===== config.mk =====
export PLATFORM = sky130hd
export DESIGN_NAME = uart_rx_ctrl
export DESIGN_NICKNAME = d
export VERILOG_FILES = /design/src/rtl/uart_pkg.sv /design/src/rtl/uart_rx_fifo.sv /design/src/rtl/uart_rx_ctrl.sv
export SDC_FILE = /design/constraint.sdc
export NUM_CORES = 1
export LEC_CHECK = 0
export CAP_MARGIN = 5
export CORE_UTILIZATION = 25
export CTS_CLUSTER_DIAMETER = 30
export CTS_CLUSTER_SIZE = 20
export DETAILED_ROUTE_END_ITERATION = 12
export PLACE_DENSITY_LB_ADDON = 0.08
export SLEW_MARGIN = 20
export SYNTH_ARGS = -nofsm -noshare
export SYNTH_HDL_FRONTEND = slang
export SYNTH_SLANG_ARGS = --single-unit

===== constraint.sdc =====
create_clock -name clk -period 2.6 [get_ports clk]
set_input_delay 0.26 -clock clk [delete_from_list [all_inputs] [get_ports clk]]
set_output_delay 0.26 -clock clk [all_outputs]
set_load 0.01 [all_outputs]

===== src/rtl/uart_pkg.sv =====
// Shared definitions for the UART receive controller: parity codes, FSM states, parity check.
package uart_pkg;

    localparam int PARITY_NONE = 0;
    localparam int PARITY_ODD  = 1;
    localparam int PARITY_EVEN = 2;

    typedef enum logic [1:0] {
        ST_OFF = 2'd0,
        ST_ARM = 2'd1,
        ST_RUN = 2'd2
    } rx_state_e;

    // A frame has a parity error when its 9 received bits do not have the configured parity.
    function automatic logic calc_perr(input int parity, input logic [8:0] frame);
        logic perr;
        perr = 1'b0;
        if (parity == PARITY_ODD) begin
            perr = ~^frame;
        end else if (parity == PARITY_EVEN) begin
            perr = ^frame;
        end
        return perr;
    endfunction

endpackage


===== src/rtl/uart_rx_fifo.sv =====
// Small synchronous FIFO holding received {perr, byte} entries; the head is read straight from storage flops.
module uart_rx_fifo #(
    parameter int WIDTH = 9,
    parameter int DEPTH = 8
) (
    input  logic             clk,
    input  logic             reset_n,
    input  logic             flush,
    input  logic             push,
    input  logic [WIDTH-1:0] wdata,
    input  logic             pop,
    output logic [WIDTH-1:0] rdata,
    output logic             full,
    output logic             empty
);

    localparam int AW = $clog2(DEPTH);

    logic [WIDTH-1:0] mem_q [DEPTH];
    logic [WIDTH-1:0] mem_d [DEPTH];
    logic [AW-1:0]    wr_ptr_q, wr_ptr_d;
    logic [AW-1:0]    rd_ptr_q, rd_ptr_d;
    logic [AW:0]      count_q, count_d;
    logic             wr_en;
    logic             rd_en;

    assign full  = (count_q == (AW+1)'(DEPTH));
    assign empty = (count_q == '0);
    assign rdata = mem_q[rd_ptr_q];

    // A full FIFO still accepts a write when the head leaves in the same cycle; flush discards everything.
    always_comb begin
        rd_en    = pop & ~empty;
        wr_en    = push & (~full | rd_en);
        mem_d    = mem_q;
        wr_ptr_d = wr_ptr_q;
        rd_ptr_d = rd_ptr_q;
        count_d  = count_q;
        if (flush) begin
            wr_ptr_d = '0;
            rd_ptr_d = '0;
            count_d  = '0;
        end else begin
            if (wr_en) begin
                mem_d[wr_ptr_q] = wdata;
                wr_ptr_d        = wr_ptr_q + 1'b1;
            end
            if (rd_en) begin
                rd_ptr_d = rd_ptr_q + 1'b1;
            end
            count_d = count_q + (AW+1)'(wr_en) - (AW+1)'(rd_en);
        end
    end

    // Storage, pointers and occupancy register.
    always_ff @(posedge clk or negedge reset_n) begin
        if (!reset_n) begin
            for (int i = 0; i < DEPTH; i++) begin
                mem_q[i] <= '0;
            end
            wr_ptr_q <= '0;
            rd_ptr_q <= '0;
            count_q  <= '0;
        end else begin
            mem_q    <= mem_d;
            wr_ptr_q <= wr_ptr_d;
            rd_ptr_q <= rd_ptr_d;
            count_q  <= count_d;
        end
    end

endmodule


===== src/rtl/uart_rx_ctrl.sv =====
// Sequences receiver_fsm: oversample tick, idle-line arming, frame edge capture, parity check and byte queue.
module uart_rx_ctrl
    import uart_pkg::*;
#(
    parameter int PARITY     = 1,
    parameter int FIFO_DEPTH = 8,
    parameter int DIV_W      = 16
) (
    input  logic             clk,
    input  logic             reset_n,
    input  logic             cfg_en,
    input  logic [DIV_W-1:0] cfg_div,
    input  logic             rx,
    input  logic [8:0]       rx_data,
    input  logic             rx_done,
    output logic             rx_rst,
    output logic             sam_tick,
    output logic [7:0]       m_data,
    output logic             m_perr,
    output logic             m_valid,
    input  logic             m_ready,
    output logic             err_ovf,
    output logic             err_par,
    input  logic             err_clr
);

    rx_state_e        state_q, state_d;
    logic [DIV_W-1:0] tick_cnt_q, tick_cnt_d;
    logic [DIV_W-1:0] div_q, div_d;
    logic [3:0]       idle_q, idle_d;
    logic             done_q, done_d;
    logic             err_ovf_q, err_ovf_d;
    logic             err_par_q, err_par_d;

    logic             active;
    logic             frame_edge;
    logic             perr;
    logic [7:0]       data_byte;
    logic             flush;
    logic             pop;
    logic             fifo_full;
    logic             fifo_empty;
    logic [8:0]       fifo_rdata;

    assign active = (state_q != ST_OFF);

    // State register.
    always_ff @(posedge clk or negedge reset_n) begin
        if (!reset_n) begin
            state_q <= ST_OFF;
        end else begin
            state_q <= state_d;
        end
    end

    // Next state: dropping cfg_en always returns to OFF; ARM waits for 16 consecutive high ticks.
    always_comb begin
        state_d = state_q;
        if (!cfg_en) begin
            state_d = ST_OFF;
        end else begin
            case (state_q)
                ST_OFF:  state_d = ST_ARM;
                ST_ARM:  if (sam_tick && rx && (idle_q == 4'hF)) state_d = ST_RUN;
                ST_RUN:  state_d = ST_RUN;
                default: state_d = ST_OFF;
            endcase
        end
    end

    // Outputs decoded from state: receiver runs only in RUN, tick only outside OFF.
    always_comb begin
        rx_rst   = (state_q != ST_RUN);
        sam_tick = active && (tick_cnt_q == div_q);
    end

    // Tick counter; the divisor is latched at each wrap so a new cfg_div applies from the next period.
    always_comb begin
        tick_cnt_d = tick_cnt_q + 1'b1;
        div_d      = div_q;
        if (!active || sam_tick) begin
            tick_cnt_d = '0;
            div_d      = cfg_div;
        end
    end

    // Idle-line counter: counts high ticks while arming, restarts whenever the line is low.
    always_comb begin
        idle_d = '0;
        if (state_q == ST_ARM) begin
            if (!rx) begin
                idle_d = '0;
            end else if (sam_tick) begin
                idle_d = idle_q + 1'b1;
            end else begin
                idle_d = idle_q;
            end
        end
    end

    // Frame capture: only a rising edge of rx_done in RUN produces a push.
    always_comb begin
        done_d     = rx_done;
        frame_edge = rx_done && !done_q && (state_q == ST_RUN);
        perr       = calc_perr(PARITY, rx_data);
        data_byte  = (PARITY != PARITY_NONE) ? rx_data[7:0] : rx_data[8:1];
        flush      = (state_d == ST_OFF);
        pop        = m_valid && m_ready;
    end

    // Sticky errors: a new error in the same cycle as err_clr is kept.
    always_comb begin
        err_ovf_d = err_ovf_q;
        err_par_d = err_par_q;
        if (err_clr) begin
            err_ovf_d = 1'b0;
            err_par_d = 1'b0;
        end
        if (frame_edge && !flush && fifo_full && !pop) begin
            err_ovf_d = 1'b1;
        end
        if (frame_edge && !flush && (!fifo_full || pop) && perr) begin
            err_par_d = 1'b1;
        end
    end

    // Datapath registers.
    always_ff @(posedge clk or negedge reset_n) begin
        if (!reset_n) begin
            tick_cnt_q <= '0;
            div_q      <= '0;
            idle_q     <= '0;
            done_q     <= 1'b0;
            err_ovf_q  <= 1'b0;
            err_par_q  <= 1'b0;
        end else begin
            tick_cnt_q <= tick_cnt_d;
            div_q      <= div_d;
            idle_q     <= idle_d;
            done_q     <= done_d;
            err_ovf_q  <= err_ovf_d;
            err_par_q  <= err_par_d;
        end
    end

    uart_rx_fifo #(
        .WIDTH (9),
        .DEPTH (FIFO_DEPTH)
    ) u_fifo (
        .clk     (clk),
        .reset_n (reset_n),
        .flush   (flush),
        .push    (frame_edge),
        .wdata   ({perr, data_byte}),
        .pop     (pop),
        .rdata   (fifo_rdata),
        .full    (fifo_full),
        .empty   (fifo_empty)
    );

    assign m_valid = !fifo_empty;
    assign m_data  = fifo_rdata[7:0];
    assign m_perr  = fifo_rdata[8];
    assign err_ovf = err_ovf_q;
    assign err_par = err_par_q;

endmodule


# Word-level counts from Yosys, hierarchy flattened
# Cells that the tools add are included.
[classes]
addsub = 6
order_cmp = 3
n_eq_ne = 7
muxes = 21
bitwise_logic = 8
n_reduce_logical = 30
[op_table]
columns = ["op", "n"]
rows = [
  ["$bwmux W72", 1],
  ["$bmux W9 S3", 1],
  ["$demux W9 S3", 1],
  ["$mux W9", 3],
  ["$add A16 B1 Y16 const B", 1],
  ["$eq A16 B16 Y1", 1],
  ["$mux W16", 1],
  ["$mux W4", 4],
  ["$logic_and A1 B1 Y1", 12],
  ["$mux W3", 4],
  ["$reduce_bool A2 Y1", 5],
  ["$reduce_xnor A9 Y1", 1],
  ["$eq A4 B4 Y1 const B", 2],
  ["$ge A4 B4 Y1 const B", 2],
  ["$not A3 Y4", 2],
  ["$add A3 B1 Y3 const B", 2],
  ["$logic_not A1 Y1", 6],
  ["$pmux W2 S3", 1],
  ["$add A4 B1 Y4", 1],
  ["$add A4 B1 Y4 const B", 1],
  ["$logic_not A2 Y1", 2],
  ["$logic_not A4 Y1", 1],
  ["$lt A4 B1 Y1 const B", 1],
  ["$mux W2", 2],
  ["11 further kinds", 17],
]
[word_totals]
reg_bits = 123
inputBits = 32
out_inout_bits = 14
wordCells = 93

# Longest topological paths before layout
# Gate-level depths: netlist of run 1.
[depth]
word_depth = 13
ltp_mapped = 12

# Modules after synthesis
# Synthesis of run 1 repeated with hierarchy kept, for this count alone.
[hier_totals]
cells_unflattened = 443
hier_area_um2 = 6184.7
[modules_own_cells]
columns = ["module", "n_inst", "cells_each", "area_per_inst_um2"]
rows = [
  ["uart_rx_fifo", 1, 262, 4100.2],
  ["uart_rx_ctrl", 1, 181, 2084.5],
]

# Least setup slack after synthesis of run 1
# Ideal clock, no wire load.
[synth_timing]
kind = "register to register"
from = "register u_fifo.count_q[1]"
to = "register u_fifo.count_q[2]"
setup_ns = 0.123
t_arrival_ns = 1.947
required_time_ns = 2.477
slack_ns = 0.531
stages_incl_launch_ff = 11
n_path_buf = 0
synth_period_minus_slack_ns = 2.069
cell_sequence = "dfrtp_1 nor2_1 nand2_1 nand2_1 inv_1 ha_1 inv_1 ha_1 fa_1 xnor2_1 nor2_1"
[synth_via]
elab_chain_len = 9
elab_cells_between_ends = 12
[synth_rtl]
columns = ["item", "line", "rtl"]
rows = [
  ["start, declared", "uart_rx_fifo.sv:23", "logic [AW:0] count_q, count_d;"],
  ["start signal, assigned", "uart_rx_fifo.sv:68", "count_q <= count_d;"],
  ["$logic_not A4 Y1 *", "uart_rx_fifo.sv:28", "assign empty = (count_q == '0);"],
  ["$logic_not A1 Y1 *", "uart_rx_ctrl.sv:161", "assign m_valid = !fifo_empty;"],
  ["via m_valid", "uart_rx_ctrl.sv:20", "output logic m_valid,"],
  ["$logic_and A1 B1 Y1 *", "uart_rx_ctrl.sv:108", "pop = m_valid && m_ready;"],
  ["$and A1 B1 Y1 *", "uart_rx_fifo.sv:33", "rd_en = pop & ~empty;"],
  ["$or A1 B1 Y1", "uart_rx_fifo.sv:34", "wr_en = push & (~full | rd_en);"],
  ["$and A1 B1 Y1", "uart_rx_fifo.sv:34", ""],
  ["$add A4 B1 Y4", "uart_rx_fifo.sv:51", "count_d = count_q + (AW+1)'(wr_en) - (AW+1)'(rd_en);"],
  ["$sub A4 B1 Y4 *", "uart_rx_fifo.sv:51", ""],
  ["$mux W4 *", "uart_rx_fifo.sv:39", "if (flush) begin"],
  ["via u_fifo.count_d[2]", "uart_rx_fifo.sv:23", ""],
]
# The timed path passes the listed nets; every way through them passes the cells marked *.
# A chain may end at the register's enable or synchronous reset.

# Worst setup path in the final report of run 1
[layout_timing]
from = "register u_fifo.rd_ptr_q[0]"
to = "output m_data[2]"
[layout_via]
elab_chain_len = 4
[layout_rtl]
columns = ["item", "line", "rtl"]
rows = [
  ["start, declared", "uart_rx_fifo.sv:22", "logic [AW-1:0] rd_ptr_q, rd_ptr_d;"],
  ["start signal, assigned", "uart_rx_fifo.sv:67", "rd_ptr_q <= rd_ptr_d;"],
  ["$not A3 Y4 (implied by the code)", "uart_rx_fifo.sv:29", "assign rdata = mem_q[rd_ptr_q];"],
  ["$bmux W9 S3", "uart_rx_fifo.sv:29", ""],
  ["$mux W9 (implied by the code) (2 in a row)", "uart_rx_fifo.sv:29", ""],
  ["end, declared", "uart_rx_ctrl.sv:18", "output logic [7:0] m_data,"],
]
# Every way passes these cells. The select of a mux whose other input is x is not followed.

==> flow_summary.ini, run 1 <==
[logic_synthesis]
avgSynthCellArea_um2 = 13.33
ys_ff_latch = 123
netlist_top_cells_area = dfrtp_1 (52%), mux2_2 (14%), mux4_2 (6.8%)
synth_largest_area_cell = dfrtp_1
ys.flop_type = dfrtp_1
yosysUniqueCellTypes = 46
synth_edf_count = 0
netlist_area_um2 = 5957
yosys.area.top_type_share_pct = 51.67
syn-num-nets = 490
yosys_warnings = 0
synth.most_common_cell = dfrtp_1
synthTopCellsByCount = dfrtp_1 (123), mux2_2 (76), nor2_1 (35), xor2_1 (30), nand2_1 (19)
ys_seq_area_share_pct = 51.67
syn_inst = 447
synthArstFlopShare_pct = 100.0

[final_layout]
antenna_cells = 0
nets = 554
area_growth_pct = 25.69
drive_gt1_share_pct = 33.59

[worst_setup_path]
cp-start-kind = flop
critPathRequiredTime_ns = 2.34
critPathMaxFanout = 10
worstPathCellList = buf_12, mux4_2, mux2_2, clkdlybuf4s50_1
cpPeakStageDelay_ns = 0.51
criticalPathCategory = flop to output pin
end_kind = output pin
critPathArrivalTime_ns = 2.22
critical-path-slowest-cell = mux4_2

[placement]
gp_congestion = 0.7252
pre_cts_ws_ns = 0.2278
io_buffers = 45
hpwlAfterDp_mm = 9.155

[global_route]
grt.total_usage_pct = 12.73
antenna_found_initial = 0
grt-ovfl-total = 0
grt_max_degree = 49
grt_pass1_vias = 3862
grt_pass1_wl_mm = 22.92

[power]
p_sw_w = 0.001035
comb_power_share_pct = 5.7
ir_drop_mv = 0.2918
leakage_nw = 3.490
switching_share_pct = 22.58
power_frac_seq_pct = 43.0
p_clk_share_pct = 51.2
p_int_w = 0.003549
p_per_area_nw_per_um2 = 612.2

[floorplan]
start_util_pct = 25.45
core_area_um2 = 23400
ios = 46
fp.dieW_um = 156.4
rows = 56
dieArea_um2 = 24450
fp.dieH_um = 156.4

[timing]
relSlewSlack_pct = 40.00
rsz0062_at_grt = false
worst_slew_pin_slew_ns = 0.8966
setup_slack_ns = 0.1239
finalHoldViolCount = 0
fmax_ghz = 0.4039
finalClockSkew_ns = 0.007979
final_max_slew_viol_count = 0
setup_tns_ns = 0
period_share_pct = 95.24
min_period_ns = 2.476
setup_viol = 0

[routing]
drt_iter0_drc = 82
drc = 0
wire_per_inst_um = 16.59
routed_wirelength_mm = 13.98
dr.pass1.iters = 4
vias = 3631
wl_met3_um = 415
wl_met2_mm = 6.252
wl_met1_mm = 7.074
highest_layer = met4
ant_nets = 0
viasPerCell = 4.307

[clock_network]
cts.clk_slew.worst_paths_ns = 0.06
clkLatencyLatePin_ns = 0.41
cts_buffers = 17
cts_max_level = 4
clockRootBuffer = clkbuf_16
cts_tree = done
clock_sinks = 123
clockBufferDepth = 2

[worst_hold_path]
hold_path_class = primary input to flop

[outcome]
status = finished clean

[run]
maxCapViolCount = 0
layout by cell type, fill, tap and decap left out, types with 4 or more instances in the layout:
cell and instances:
nand2_1 19, and3_1 7, xor2_1 30, xnor2_1 14
o21ai_0 7, dfrtp_1 122, ha_1 10, clkbuf_16 18
nand3_1 13, dlygate4sd2_1 9, clkinv_2 6, a21oi_1 9
nor3_1 4, mux2_4 13, inv_1 12, mux4_2 18
clkdlybuf4s50_1 35, mux2_2 76, buf_4 22, nor2_1 35
critical path, delay by kind of cell (launching register included):
family                 cells  cell delay [ns]
buffers and inverters      2             0.64
muxes                      2             0.78
DFF                        1             0.38
through the flow:
step / std cells / util (%) / cell area (um2) / hold WS (ns) / power (W)
final: 843 / 31.99 / 7487 / 0.3321 / 0.004584
after global routing: 843 / 31.99 / 7487 / 0.3344 / 0.004805
after detailed placement: 808 / 29.31 / 6860 / 0.3448 / 0.002275
after floorplan: 447 / - / 5957 / -0.03559 / 0.002135
after CTS: 841 / 31.85 / 7453 / 0.3142 / 0.004675
after global placement: 808 / 29.31 / 6860 / 0.3476 / 0.002275
flip-flops by register name (all words and copies together), names as in the netlist:
signal           count
u_fifo.mem_q        72
div_q               16
tick_cnt_q          16
idle_q               4
u_fifo.count_q       4
u_fifo.rd_ptr_q      3
u_fifo.wr_ptr_q      3
state_q              2
done_q               1
err_ovf              1
err_par              1
path summary, 6_finish.rpt:
kind	from	end	slack (ns)	cells past startpoint
max	u_fifo.rd_ptr_q[0]	m_data[2]	0.12	4
min	rx_done	done_q	0.33	1
max reg2reg	u_fifo.count_q[1]	u_fifo.count_q[2]	0.40	10
min reg2reg	u_fifo.mem_q[53]	u_fifo.mem_q[53]	0.48	2
max in group asynchronous	reset_n	div_q[8]	1.36	3
min in group asynchronous	reset_n	u_fifo.mem_q[56]	0.41	2
cells by family (layout without fill, tap and decap cells):
kind of cell	after synthesis	in the layout	synth area share, %
xor+xnor	44	44	6.469
buf+inv	38	115	3.339
compound gates	23	23	2.436
simple gates	100	100	9.032
mux	108	108	24.62
flops	123	123	51.67
fa+ha+maj	11	11	2.436
what timing repair did:
action                                  4_1_cts  5_1_grt
hold endpoints to repair                     45        0
hold buffers                                  1        0
pin swaps                                     3        0
resized for setup                            10        1
endpoints found under the setup margin        9        1
setup buffers                                 0        1
cloned                                        0        1
metal layers:
| layer | vias up | track usage [%] |
|---|---|---|
| li1 | 1702 | - |
| met1 | 1866 | 17.95 |
| met2 | 47 | 18.79 |
| met3 | 16 | 2.769 |
| met4 | 0 | 5.182 |
| met5 | - | 0 |
power groups by stage:
stage          registers [W]  clock network (W)  logic [W]
5_1_grt              0.00198            0.00253   0.000295
4_1_cts              0.00197            0.00243   0.000273
3_3_place_gp         0.00201                  0   0.000268
6_report             0.00197            0.00235   0.000263
3_5_place_dp         0.00201                  0   0.000270
2_1_floorplan        0.00200                  0   0.000136
cell type report:
type | instances | area, um2
well taps | 319 | 399.1
inverters | 12 | 45.04
multi-input cells | 286 | 2686
clock buffers | 20 | 466.7
repair buffers | 71 | 689.4
clock inverters | 12 | 121.4
fillers | 2356 | 15920
flip-flops and latches | 123 | 3079
Note: power is estimated with default switching activity, not from simulation.
==> run 2: changes to the inputs <==
RECOVER_POWER = 50   (was default)
==> run 2 against run 1 <==
Effect of this change:
- final area decreased by 0.10%
- cell count unchanged
- clock skew about the same
- wire length about the same
- combinational power about the same
- flip-flop and latch count unchanged
- critical endpoint unchanged
- largest cell class unchanged
- largest power group unchanged
==> flow_summary.ini, run 2 (same netlist as run 1, synthesis figures left out) <==
[outcome]
status = finished clean

[worst_hold_path]
hold_depth = 1
worstHoldStart = rx_done
holdPathEnd = done_q
hold_path_class = primary input to flop

[routing]
wire_per_inst_um = 16.59
ant_nets = 0
viasPerCell = 4.310
dr.pass1.iters = 4
drt_iter0_drc = 82
vias = 3633
routed_wirelength_mm = 13.98
drc = 0

[clock_network]
cts_max_level = 4
cts_tree = done
cts_buffers = 17
clkLatencyLatePin_ns = 0.41
clock_sinks = 123
clockRootBuffer = clkbuf_16
cts.clk_slew.worst_paths_ns = 0.06
clockBufferDepth = 2

[placement]
gp_congestion = 0.7252
hpwlAfterDp_mm = 9.155
pre_cts_ws_ns = 0.2278
io_buffers = 45
dpl_cell_area_um2 = 6860

[global_route]
grt.total_usage_pct = 12.73
grt_pass1_vias = 3862
antenna_found_initial = 0
grt-ovfl-total = 0
grt_pass1_wl_mm = 22.92
grt_max_degree = 49

[timing]
worst_slew_pin_slew_ns = 1.264
setup_viol = 0
setup_slack_ns = 0.1237
min_period_ns = 2.476
finalClockSkew_ns = 0.007977
setup_tns_ns = 0
final_max_slew_viol_count = 0
rsz0062_at_grt = false
relSlewSlack_pct = 15.74
period_share_pct = 95.24
finalHoldViolCount = 0
fmax_ghz = 0.4038

[worst_setup_path]
end_kind = output pin
reg2reg_depth = 10
r2r_slack_ns = 0.40
cp-start-kind = flop
critPathArrivalTime_ns = 2.22
worst_r2r_startpoint = u_fifo.count_q[1]
reg2reg_to = u_fifo.count_q[2]
critPathMaxFanout = 10
criticalPathCategory = flop to output pin
critPathRequiredTime_ns = 2.34

[run]
maxCapViolCount = 0

[final_layout]
final_cell_mix = dfrtp_1 (122), mux2_2 (76), nor2_1 (35)
design_area_um2 = 7480
area_growth_pct = 25.56
utilization_pct = 31.96
largest_reg_flops = 72
largest_register = u_fifo.mem_q
nets = 554
drive_gt1_share_pct = 33.59
largestRegisters = u_fifo.mem_q (72), div_q (16), tick_cnt_q (16)
fillerInstances = 2357
layout_commonest_cell = dfrtp_1
antenna_cells = 0

[floorplan]
fp.dieH_um = 156.4
ios = 46
dieArea_um2 = 24450
core_area_um2 = 23400
start_util_pct = 25.45
rows = 56
fp.dieW_um = 156.4

[power]
leakage_nw = 3.492
fin_total_pwr_w = 0.004583
ir_drop_mv = 0.2919
p_per_area_nw_per_um2 = 612.7
==> run 2: cell types whose count changed in the layout (fill, tap and decap cells not counted), sizes merged <==
cell,delta
buf,-3
clkbuf,+3
clkdlybuf4s50,-2
dlygate4sd3,+2
==> run 2: final cells by class <==
class	instances	area, um2	share of cell area [%]
Clock buffer	20	466.7	6.240
Clock inverter	12	121.4	1.623
Inverter	12	45.04	0.6022
Multi-Input combinational cell	286	2686	35.92
Sequential cell	123	3079	41.17
Tap cell	319	399.1	5.336
Timing Repair Buffer	71	681.9	9.117
==> run 2: stage by stage <==
stage / std cells / hold slack, ns
2_1_floorplan: 447 / -0.03559
3_3_place_gp: 808 / 0.3476
3_5_place_dp: 808 / 0.3448
4_1_cts: 841 / 0.3142
5_1_grt: 843 / 0.4458
6_report: 843 / 0.4448
==> run 2: metal layers <==
layer	GRT usage, %	vias to the layer above	share of wire, %
li1	-	1702	-
met1	17.95	1868	51
met2	18.79	47	45
met3	2.769	16	3.0
met4	5.182	0	1.7
met5	0	-	0
==> run 2: repair_timing <==
action / CTS / global route
endpoints found under the setup margin: 9 / 1
resized for setup: 10 / 1
hold buffers: 1 / 0
gates cloned: 0 / 1
endpoints found under the hold margin: 45 / 0
setup buffers: 0 / 1
pin swaps: 3 / 0
==> run 2: worst max-delay path, stage by stage, from the launching register on <==
cell	delay, ns
dfrtp_2	0.38
buf_12	0.16
mux4_2	0.51
mux2_2	0.27
clkdlybuf4s50_1	0.48
==> run 2: power breakdown <==
group	internal [W]	switching, W	leakage [nW]	total [W]
sequential	0.00195	0.0000261	1.67	0.00197
combinational	0.000125	0.000137	1.53	0.000261
clock	0.00148	0.000873	0.287	0.00235
total	0.00355	0.00104	3.49	0.00458
==> run 2: worst max path at each step <==
stage | depth (start not counted) | slack [ns] | startpoint | end
after global routing | 4 | 0.04 | u_fifo.rd_ptr_q[0] | m_data[2]
after floorplan | 10 | 0.53 | u_fifo.count_q[1] | u_fifo.count_q[2]
after CTS | 4 | 0.006 | u_fifo.rd_ptr_q[0] | m_data[2]
final | 4 | 0.12 | u_fifo.rd_ptr_q[0] | m_data[2]
after global placement | 7 | 0.24 | rx_done | u_fifo.mem_q[42]
after detailed placement | 5 | 0.23 | tick_cnt_q[8] | div_q[1]
